### src/rtl/muldiv_seq_ctrl.sv
// Iterative multiply/divide sequencer: shift-add MUL/MULH, restoring DIV/REM on one shared external adder.
// Latency: WIDTH+1 cycles accept->out_valid; divide-by-zero (and signed overflow) 1 cycle; signed ops +1.
// Backpressure: single op in flight; in_ready only in IDLE, result held in DONE until out_ready.
//
// Optional feature macro: MULDIV_SIGNED_EN (signed operation when sgn=1; sgn ignored otherwise).
//
// Ports:
//   clk, rst_n            clock, synchronous active-low reset
//   in_valid/in_ready     request handshake; op, sgn, opa, opb sampled on accept
//   out_valid/out_ready   result handshake; result valid only while out_valid
//   busy                  operation in progress (CALC/FIX/DONE)
//   add1, add0, carry_in  operands for the external (WIDTH+1)-bit adder, zero outside CALC
//   sum                   combinational adder result for the current cycle
module muldiv_seq_ctrl #(
    parameter int WIDTH = 32,
    parameter int CNT_W = $clog2(WIDTH) + 1
) (
    input  logic             clk,
    input  logic             rst_n,
    input  logic             in_valid,
    output logic             in_ready,
    input  logic [1:0]       op,
    input  logic             sgn,
    input  logic [WIDTH-1:0] opa,
    input  logic [WIDTH-1:0] opb,
    output logic             out_valid,
    input  logic             out_ready,
    output logic [WIDTH-1:0] result,
    output logic             busy,
    output logic [WIDTH:0]   add1,
    output logic [WIDTH:0]   add0,
    output logic             carry_in,
    input  logic [WIDTH:0]   sum
);

    // S_FIX is only reachable when the signed feature is built in.
    typedef enum logic [1:0] {
        S_IDLE = 2'd0,
        S_CALC = 2'd1,
        S_DONE = 2'd2,
        S_FIX  = 2'd3
    } state_t;

    state_t state, state_nxt;

    // acc doubles as the divide remainder, mq as the divide quotient.
    // oper holds the add0 operand: multiplicand for MUL, divisor for DIV.
    logic [WIDTH:0]   acc;
    logic [WIDTH-1:0] mq;
    logic [WIDTH-1:0] oper;
    logic [CNT_W-1:0] cnt;
    logic [1:0]       op_r;

    logic             accept;
    logic             short_path;
    logic             ovf;
    logic [WIDTH-1:0] a_mag;
    logic [WIDTH-1:0] b_mag;
    logic [WIDTH:0]   div_t;

    assign accept = (state == S_IDLE) && in_valid;
    assign div_t  = {acc[WIDTH-1:0], mq[WIDTH-1]};

`ifdef MULDIV_SIGNED_EN
    logic                 a_neg, b_neg;
    logic                 sgn_r, neg_lo, neg_hi;
    logic [2*WIDTH-1:0]   prod_neg;

    assign a_neg = sgn & opa[WIDTH-1];
    assign b_neg = sgn & opb[WIDTH-1];
    // Magnitudes are formed locally so the shared adder is never needed outside CALC.
    assign a_mag = a_neg ? (~opa + WIDTH'(1)) : opa;
    assign b_mag = b_neg ? (~opb + WIDTH'(1)) : opb;
    assign ovf   = sgn & op[1] & (opa == {1'b1, {(WIDTH-1){1'b0}}}) & (&opb);
    assign prod_neg = ~{acc[WIDTH-1:0], mq} + (2*WIDTH)'(1);
`else
    logic unused_sgn;
    assign unused_sgn = sgn;
    assign a_mag      = opa;
    assign b_mag      = opb;
    assign ovf        = 1'b0;
`endif

    // Divide-by-zero and signed overflow have fixed answers: skip iteration.
    assign short_path = (op[1] && (opb == '0)) || ovf;

    // State register
    always_ff @(posedge clk) begin
        if (!rst_n) begin
            state <= S_IDLE;
        end else begin
            state <= state_nxt;
        end
    end

    // Next state and outputs
    always_comb begin
        state_nxt = state;
        in_ready  = 1'b0;
        out_valid = 1'b0;
        busy      = 1'b0;
        result    = '0;
        add1      = '0;
        add0      = '0;
        carry_in  = 1'b0;
        case (state)
            S_IDLE: begin
                in_ready = 1'b1;
                if (in_valid) begin
                    state_nxt = short_path ? S_DONE : S_CALC;
                end
            end
            S_CALC: begin
                busy = 1'b1;
                if (op_r[1]) begin
                    // Trial subtract: t - dvs as t + ~dvs + 1.
                    add1     = div_t;
                    add0     = ~{1'b0, oper};
                    carry_in = 1'b1;
                end else begin
                    add1 = acc;
                    add0 = mq[0] ? {1'b0, oper} : '0;
                end
                if (cnt == CNT_W'(1)) begin
`ifdef MULDIV_SIGNED_EN
                    state_nxt = sgn_r ? S_FIX : S_DONE;
`else
                    state_nxt = S_DONE;
`endif
                end
            end
            S_FIX: begin
                busy      = 1'b1;
                state_nxt = S_DONE;
            end
            S_DONE: begin
                busy      = 1'b1;
                out_valid = 1'b1;
                // op[0] selects the upper/remainder word for both MUL and DIV families.
                result    = op_r[0] ? acc[WIDTH-1:0] : mq;
                if (out_ready) begin
                    state_nxt = S_IDLE;
                end
            end
            default: state_nxt = S_IDLE;
        endcase
    end

    // Datapath registers
    always_ff @(posedge clk) begin
        if (!rst_n) begin
            acc    <= '0;
            mq     <= '0;
            oper   <= '0;
            cnt    <= '0;
            op_r   <= '0;
`ifdef MULDIV_SIGNED_EN
            sgn_r  <= 1'b0;
            neg_lo <= 1'b0;
            neg_hi <= 1'b0;
`endif
        end else if (accept) begin
            op_r <= op;
            cnt  <= CNT_W'(WIDTH);
            oper <= op[1] ? b_mag : a_mag;
`ifdef MULDIV_SIGNED_EN
            sgn_r  <= sgn;
            neg_lo <= a_neg ^ b_neg;
            neg_hi <= a_neg;
`endif
            if (op[1] && (opb == '0)) begin
                mq  <= '1;
                acc <= {1'b0, opa};
            end else if (ovf) begin
                mq  <= opa;
                acc <= '0;
            end else begin
                acc <= '0;
                mq  <= op[1] ? a_mag : b_mag;
            end
        end else if (state == S_CALC) begin
            cnt <= cnt - CNT_W'(1);
            if (op_r[1]) begin
                if (!sum[WIDTH]) begin
                    acc <= sum;
                    mq  <= {mq[WIDTH-2:0], 1'b1};
                end else begin
                    acc <= div_t;
                    mq  <= {mq[WIDTH-2:0], 1'b0};
                end
            end else begin
                // {acc,mq} <= {sum,mq} >> 1
                acc <= {1'b0, sum[WIDTH:1]};
                mq  <= {sum[0], mq[WIDTH-1:1]};
            end
        end
`ifdef MULDIV_SIGNED_EN
        else if (state == S_FIX) begin
            if (op_r[1]) begin
                if (neg_lo) mq  <= ~mq + WIDTH'(1);
                if (neg_hi) acc <= {1'b0, ~acc[WIDTH-1:0] + WIDTH'(1)};
            end else if (neg_lo) begin
                acc <= {1'b0, prod_neg[2*WIDTH-1:WIDTH]};
                mq  <= prod_neg[WIDTH-1:0];
            end
        end
`endif
    end

endmodule

### config.mk
export PLATFORM = sky130hd
export DESIGN_NAME = muldiv_seq_ctrl
export DESIGN_NICKNAME = d
export VERILOG_FILES = /design/src/rtl/muldiv_seq_ctrl.sv
export SDC_FILE = /design/constraint.sdc
export NUM_CORES = 1
export LEC_CHECK = 0
export BUFFER_PORTS_ARGS = -buffer_cell sky130_fd_sc_hd__buf_4
export CAP_MARGIN = 5
export CORE_ASPECT_RATIO = 0.7
export CORE_MARGIN = 2
export CORE_UTILIZATION = 50
export DETAILED_ROUTE_END_ITERATION = 8
export PLACE_DENSITY = 0.77
export SYNTH_ARGS = -nofsm -noshare
export SYNTH_HDL_FRONTEND = slang
export SYNTH_SLANG_ARGS = --single-unit
### constraint.sdc
create_clock -name clk -period 2.12 [get_ports clk]
set_input_delay 0.212 -clock clk [delete_from_list [all_inputs] [get_ports clk]]
set_output_delay 0.212 -clock clk [all_outputs]
set_load 0.02 [all_outputs]
==> flow_metrics.env, run 1 <==
export IMPL_cts_buffer_depth=2
export IMPL_ios=206
export IMPL_ir_drop_mv=0.388
export IMPL_worst_hold_slack_ps=75.1
export IMPL_rsz0062_at_grt="false"
export IMPL_hold_class="input pin to flop"
export IMPL_tritoncts="built"
export IMPL_grt_overflow_total=0
export IMPL_antenna_found_initial=0
export IMPL_synth_area_leaders="dfxtp_1 28%, mux2i_1 25%, nor2_1 8.3%, a211oi_1 6.4%, mux2_2 4.7%"
export IMPL_cp_common_cell="buf_4"
export IMPL_clkTransAtPathRegs_ps=80
export IMPL_period_share=0.951
export IMPL_hpwlAfterDp_um=15700
export IMPL_critPathArrivalTime_ps=1810
export IMPL_synth_cell_area_um2=7620
export IMPL_htreeDepth=3
export IMPL_final_setup_tns_ps=0
export IMPL_slew_headroom=0.558
export IMPL_crit_required_ps=1910
export IMPL_drt_vias_per_instance=5.93
export IMPL_finalWirelength_um=22700
export IMPL_worst_slew_pin_transition_ps=664
export IMPL_vias=7319
export IMPL_clk_latency_ps=350
export IMPL_fmax_mhz=496
export IMPL_io_buffers=204
export IMPL_postCtsSetupRepairBufs=0
export IMPL_clock_skew_ps=5.99
export IMPL_setup_viol_count_final=0
export IMPL_outcome="complete, no violations"
export IMPL_seq_area_frac_synth=0.281
export IMPL_maxSlewViolCount=0
export IMPL_cts_resized=0
export IMPL_drtAntennaViolNets=0
export IMPL_core_area_um2=14800
export IMPL_cts_hold_buffers=0
export IMPL_yosys_area_top_type_share=0.281
export IMPL_grt_util_all_layers=0.274
export IMPL_cts_root_buf="clkbuf_16"
export IMPL_cp_cell_sequence="nand2b_4 -> buf_12 -> buf_4 -> nor2_1 -> buf_4"
export IMPL_cpPeakStageDelay_ps=480
export IMPL_syn_num_nets=986
export IMPL_die_area_um2=16300
export IMPL_p_leak_nw=3.88
export IMPL_routabilityCongestion=0.850
export IMPL_avgSynthCellArea_um2=8.66
export IMPL_async_flop_share=0
export IMPL_grt_pass1_wl_um=35600
export IMPL_nNetsFinal=1141
export IMPL_layout_common_cells="230 x buf_4, 191 x mux2i_1, 168 x nor2_1, 105 x dfxtp_1, 65 x a211oi_1"
export IMPL_critPathLaunchType="flop"
export IMPL_power_density_nw_per_um2=576
export IMPL_final_common_cell="buf_4"
export IMPL_hold_viol=0
export IMPL_dieWidth_um=152
export IMPL_start_util=0.514
export IMPL_synth_edf_count=0
export IMPL_yosys_cell_types_count=42
export IMPL_critPathMaxFanout=32
export IMPL_dr_pass1_iters=6
export IMPL_cap_violations=0
export IMPL_drive_above_1_share=0.307
export IMPL_ys_flop_type="dfxtp_1"
export IMPL_n_antenna_cell=0
export IMPL_fin_crit_ps=2020
export IMPL_fp_row_count=37
export IMPL_ys_ff_latch=107
export IMPL_post_drt_wl_per_cell_um=18.4
export IMPL_grt_pass1_vias=6732
export IMPL_syn_inst=880
export IMPL_clock_sinks=107
export IMPL_yosys_warnings=0
export IMPL_slowest_stage="dfxtp_1"
export IMPL_die_h_um=107
export IMPL_drtIter0Drc=609
export IMPL_grt_max_degree=87
export IMPL_route_detailed_drc=0
export IMPL_area_delta_synth_final_pct=26.5
export IMPL_numCtsBuffers=9
export IMPL_synthDominantAreaCellType="dfxtp_1"
export IMPL_end_kind="primary output"
export IMPL_path_class="flop to primary output"
critical path, delay by kind of cell (launching register included):
family,cells,cell delay [ps]
buf+inv,3,640
flops,1,480
simple gates,2,320
per-layer routing:
metal | part of all wire | wire length (um) | track usage
met4 | 0.0073 | 166 | 0.0470
met3 | 0.076 | 1720 | 0.0403
met2 | 0.45 | 10100 | 0.430
met5 | 0 | 0 | 0
met1 | 0.47 | 10700 | 0.403
sequential cells by signal, indices dropped and copies added (netlist names):
register  count
acc          33
cnt           6
mq           32
op_r          2
oper         32
state         2
cells in the mapped netlist (6+ instances only):
cell type	instances
nand2_1	45
buf_2	36
a211oi_1	65
a21oi_1	39
clkbuf_1	50
o2bb2ai_1	11
nor2_1	168
mux2i_1	191
o311a_1	31
inv_1	6
o211ai_1	32
o2bb2ai_2	20
mux2_2	32
dfxtp_1	107
cell families after synthesis:
logic type / count (synthesis) / share of synthesized area
AO/OA/AOI/OAI: 206 / 0.222
XOR/XNOR: 3 / 0.00345
adder cells (fa/ha/maj): 2 / 0.00328
buffers and inverters: 100 / 0.0586
flip-flops: 107 / 0.281
multiplexers: 223 / 0.298
AND/OR/NAND/NOR: 239 / 0.133
area by class of cell:
type	count	area (um2)
repair buffers	238	1890
flip-flops and latches	107	2150
multi-input cells	673	5050
inverters	6	22.5
clock buffers	12	246
fillers	1277	5180
clock inverters	4	33.8
well taps	195	244
stage by stage:
step                      cells  total power [mW]   util  instance area [um2]  setup WS, ps
after floorplan             880              3.38      -                 7620           316
after global placement     1219              3.90  0.632                 9360           278
after detailed placement   1219              3.94  0.632                 9360           216
after CTS                  1235              5.57  0.650                 9640           127
after global routing       1235              5.82  0.650                 9640          31.2
final                      1235              5.55  0.650                 9640           103
path summary, 6_finish.rpt:
kind / slack [ps] / startpoint / cells past startpoint / end
setup / recovery: 100 / state[1] / 5 / add0[24]
hold / removal: 80 / opa[1] / 2 / acc[1]
setup reg to reg: 310 / state[0] / 5 / acc[8]
hold reg to reg: 480 / acc[32] / 2 / acc[32]
power by group:
part,internal (mW),switching (mW)
combinational,0.711,0.848
clock,0.844,0.801
sequential,2.17,0.174
Power figures use the tool's default switching activity.
==> inputs of run 2 (changes only) <==
- CELL_PAD_IN_SITES_DETAIL_PLACEMENT: unset -> 2
- CELL_PAD_IN_SITES_GLOBAL_PLACEMENT: unset -> 2
- CORE_UTILIZATION: 50 -> 31
- PLACE_DENSITY: 0.77 -> 0.82
- RECOVER_POWER: unset -> 50
==> flow_metrics.env, run 2 (synthesis gave the netlist of run 1 again) <==
export IMPL_route_detailed_drc=0
export IMPL_cts_buffer_depth=2
export IMPL_slew_headroom=0.526
export IMPL_clkTransAtPathRegs_ps=70
export IMPL_critPathArrivalTime_ps=1870
export IMPL_min_to="acc[29]"
export IMPL_regMostFlops="acc"
export IMPL_grt_util_all_layers=0.235
export IMPL_finalWirelength_um=30400
export IMPL_rr_endpoint="acc[16]"
export IMPL_hold_depth=2
export IMPL_critPathLaunchType="flop"
export IMPL_grt_max_degree=75
export IMPL_layout_common_cells="219 x buf_4, 191 x mux2i_1, 168 x nor2_1, 105 x dfxtp_1, 65 x a211oi_1"
export IMPL_period_share=0.981
export IMPL_grt_pass1_vias=8073
export IMPL_fillCellCount=2701
export IMPL_final_common_cell="buf_4"
export IMPL_hold_class="input pin to flop"
export IMPL_grt_overflow_total=0
export IMPL_antenna_found_initial=2
export IMPL_clock_sinks=107
export IMPL_min_from="opa[29]"
export IMPL_critical_path_buf_inv_count=2
export IMPL_fin_crit_ps=2080
export IMPL_maxSlewViolCount=0
export IMPL_cpPeakStageDelay_ps=430
export IMPL_dieWidth_um=191
export IMPL_hold_viol=0
export IMPL_rsz0062_at_grt="false"
export IMPL_dr_pass1_iters=4
export IMPL_nNetsFinal=1143
export IMPL_final_area_um2=9750
export IMPL_met1_usage=0.313
export IMPL_grt_met3_usage=0.0438
export IMPL_slowest_stage="dfxtp_1"
export IMPL_cts_root_buf="clkbuf_16"
export IMPL_drt_vias_per_instance=5.50
export IMPL_worst_slew_pin_transition_ps=711
export IMPL_grtUsageMet2=0.398
export IMPL_post_dp_cell_area_um2=9600
export IMPL_busiest_layer="met2"
export IMPL_outcome="complete, no violations"
export IMPL_drtAntennaViolNets=0
export IMPL_start_util=0.319
export IMPL_post_drt_wl_per_cell_um=22.4
export IMPL_htreeDepth=3
export IMPL_power_frac_clock=0.310
export IMPL_netSwitchingFraction=0.331
export IMPL_crit_required_ps=1910
export IMPL_critPathMaxFanout=26
export IMPL_ios=206
export IMPL_fp_row_count=47
export IMPL_largest_register_ffs=33
export IMPL_fmax_mhz=481
export IMPL_vias=7486
export IMPL_numCtsBuffers=9
export IMPL_clk_latency_ps=360
export IMPL_reg_top3="acc: 33 flops, mq: 32 flops, oper: 32 flops"
export IMPL_final_setup_tns_ps=0
export IMPL_io_buffers=204
export IMPL_routabilityCongestion=0.779
export IMPL_ir_drop_mv=0.381
export IMPL_end_kind="primary output"
export IMPL_die_area_um2=25900
export IMPL_p_seq_frac=0.409
export IMPL_power_density_nw_per_um2=594
export IMPL_cap_violations=0
export IMPL_p_int_mw=3.87
export IMPL_grt_pass1_wl_um=47000
export IMPL_cp_cell_sequence="nor2b_4 -> buf_8 -> mux2i_1 -> nor2_1 -> buf_4"
export IMPL_clock_skew_ps=10.3
export IMPL_p_leak_nw=3.87
export IMPL_die_h_um=135
export IMPL_r2r_setup_slack_ps=210
export IMPL_path_class="flop to primary output"
export IMPL_crit_family="simple AND/OR/NAND/NOR gates"
export IMPL_setup_viol_count_final=0
export IMPL_timing_rr_start="state[0]"
export IMPL_drtIter0Drc=320
export IMPL_power_switching_mw=1.92
export IMPL_reg2reg_depth=5
export IMPL_comb_power_share=0.282
export IMPL_area_delta_synth_final_pct=28.0
export IMPL_drive_above_1_share=0.287
export IMPL_core_area_um2=23900
export IMPL_tritoncts="built"
export IMPL_hpwlAfterDp_um=22300
[run 2: cell count changes in the layout (fill, tap and decap cells not counted), sizes merged]
cell / delta
buf: -5
inv: -1
bufinv: +1
clkbuf: +6
diode: +2
[run 2: per-stage QoR]
step | util | cells | setup slack [ps] | hold WS, ps | total power, mW
6_report | 0.408 | 1361 | 40.8 | 69.2 | 5.79
5_1_grt | 0.408 | 1359 | 13.6 | 57.0 | 6.09
4_1_cts | 0.415 | 1357 | 14.1 | 57.3 | 5.86
3_5_place_dp | 0.402 | 1342 | 156 | 437 | 4.07
3_3_place_gp | 0.402 | 1342 | 247 | 435 | 3.98
2_1_floorplan | - | 880 | 316 | 320 | 3.38
[run 2: cell type report]
cell class / instances / area [um2] / area share
inverter: 6 / 22.5 / 0.00231
clock buffer: 11 / 253 / 0.0259
tap: 318 / 398 / 0.0408
antenna: 2 / 5.00 / 0.000513
multi-input combinational: 673 / 4920 / 0.505
sequential: 107 / 2150 / 0.220
timing repair buffer: 240 / 1950 / 0.200
clock inverter: 4 / 48.8 / 0.00500
[run 2: worst reg2reg max path, stage by stage (launching register included)]
cell and delay (ps):
dfxtp_1 390, nor3b_1 390, nand2_1 110, nor4_1 310, clkbuf_4 440, o2bb2ai_1 200
[run 2: layer usage]
metal  part of all wire  routed length (um)
met2               0.47               14300
met5                  0                   0
met1               0.47               14300
met4              0.011                 325
met3              0.050                1540
[run 2: worst max-delay path by stage]
stage	start	endpoint	slack, ps	depth (start not counted)
floorplan	op_r[1]	add0[32]	320	5
global placement	opb[6]	acc[5]	250	6
detailed placement	opb[18]	mq[30]	160	8
CTS	mq[0]	add0[6]	10	5
global route	mq[0]	add0[6]	10	5
finish	mq[0]	add0[11]	40	5
[run 2: what timing repair did]
action                     CTS  global route
resized for setup            1             2
buffers inserted             0             2
hold buffers                 0             0
pin swaps                    0             0
setup endpoints to repair   10            19
[run 2: power groups by stage]
stage | Clock, mW | Sequential (mW) | Combinational, mW
after global placement | 0 | 2.40 | 1.58
after detailed placement | 0 | 2.41 | 1.66
final | 1.79 | 2.37 | 1.63
after global routing | 1.92 | 2.39 | 1.78
after CTS | 1.83 | 2.37 | 1.67
after floorplan | 0 | 2.33 | 1.05
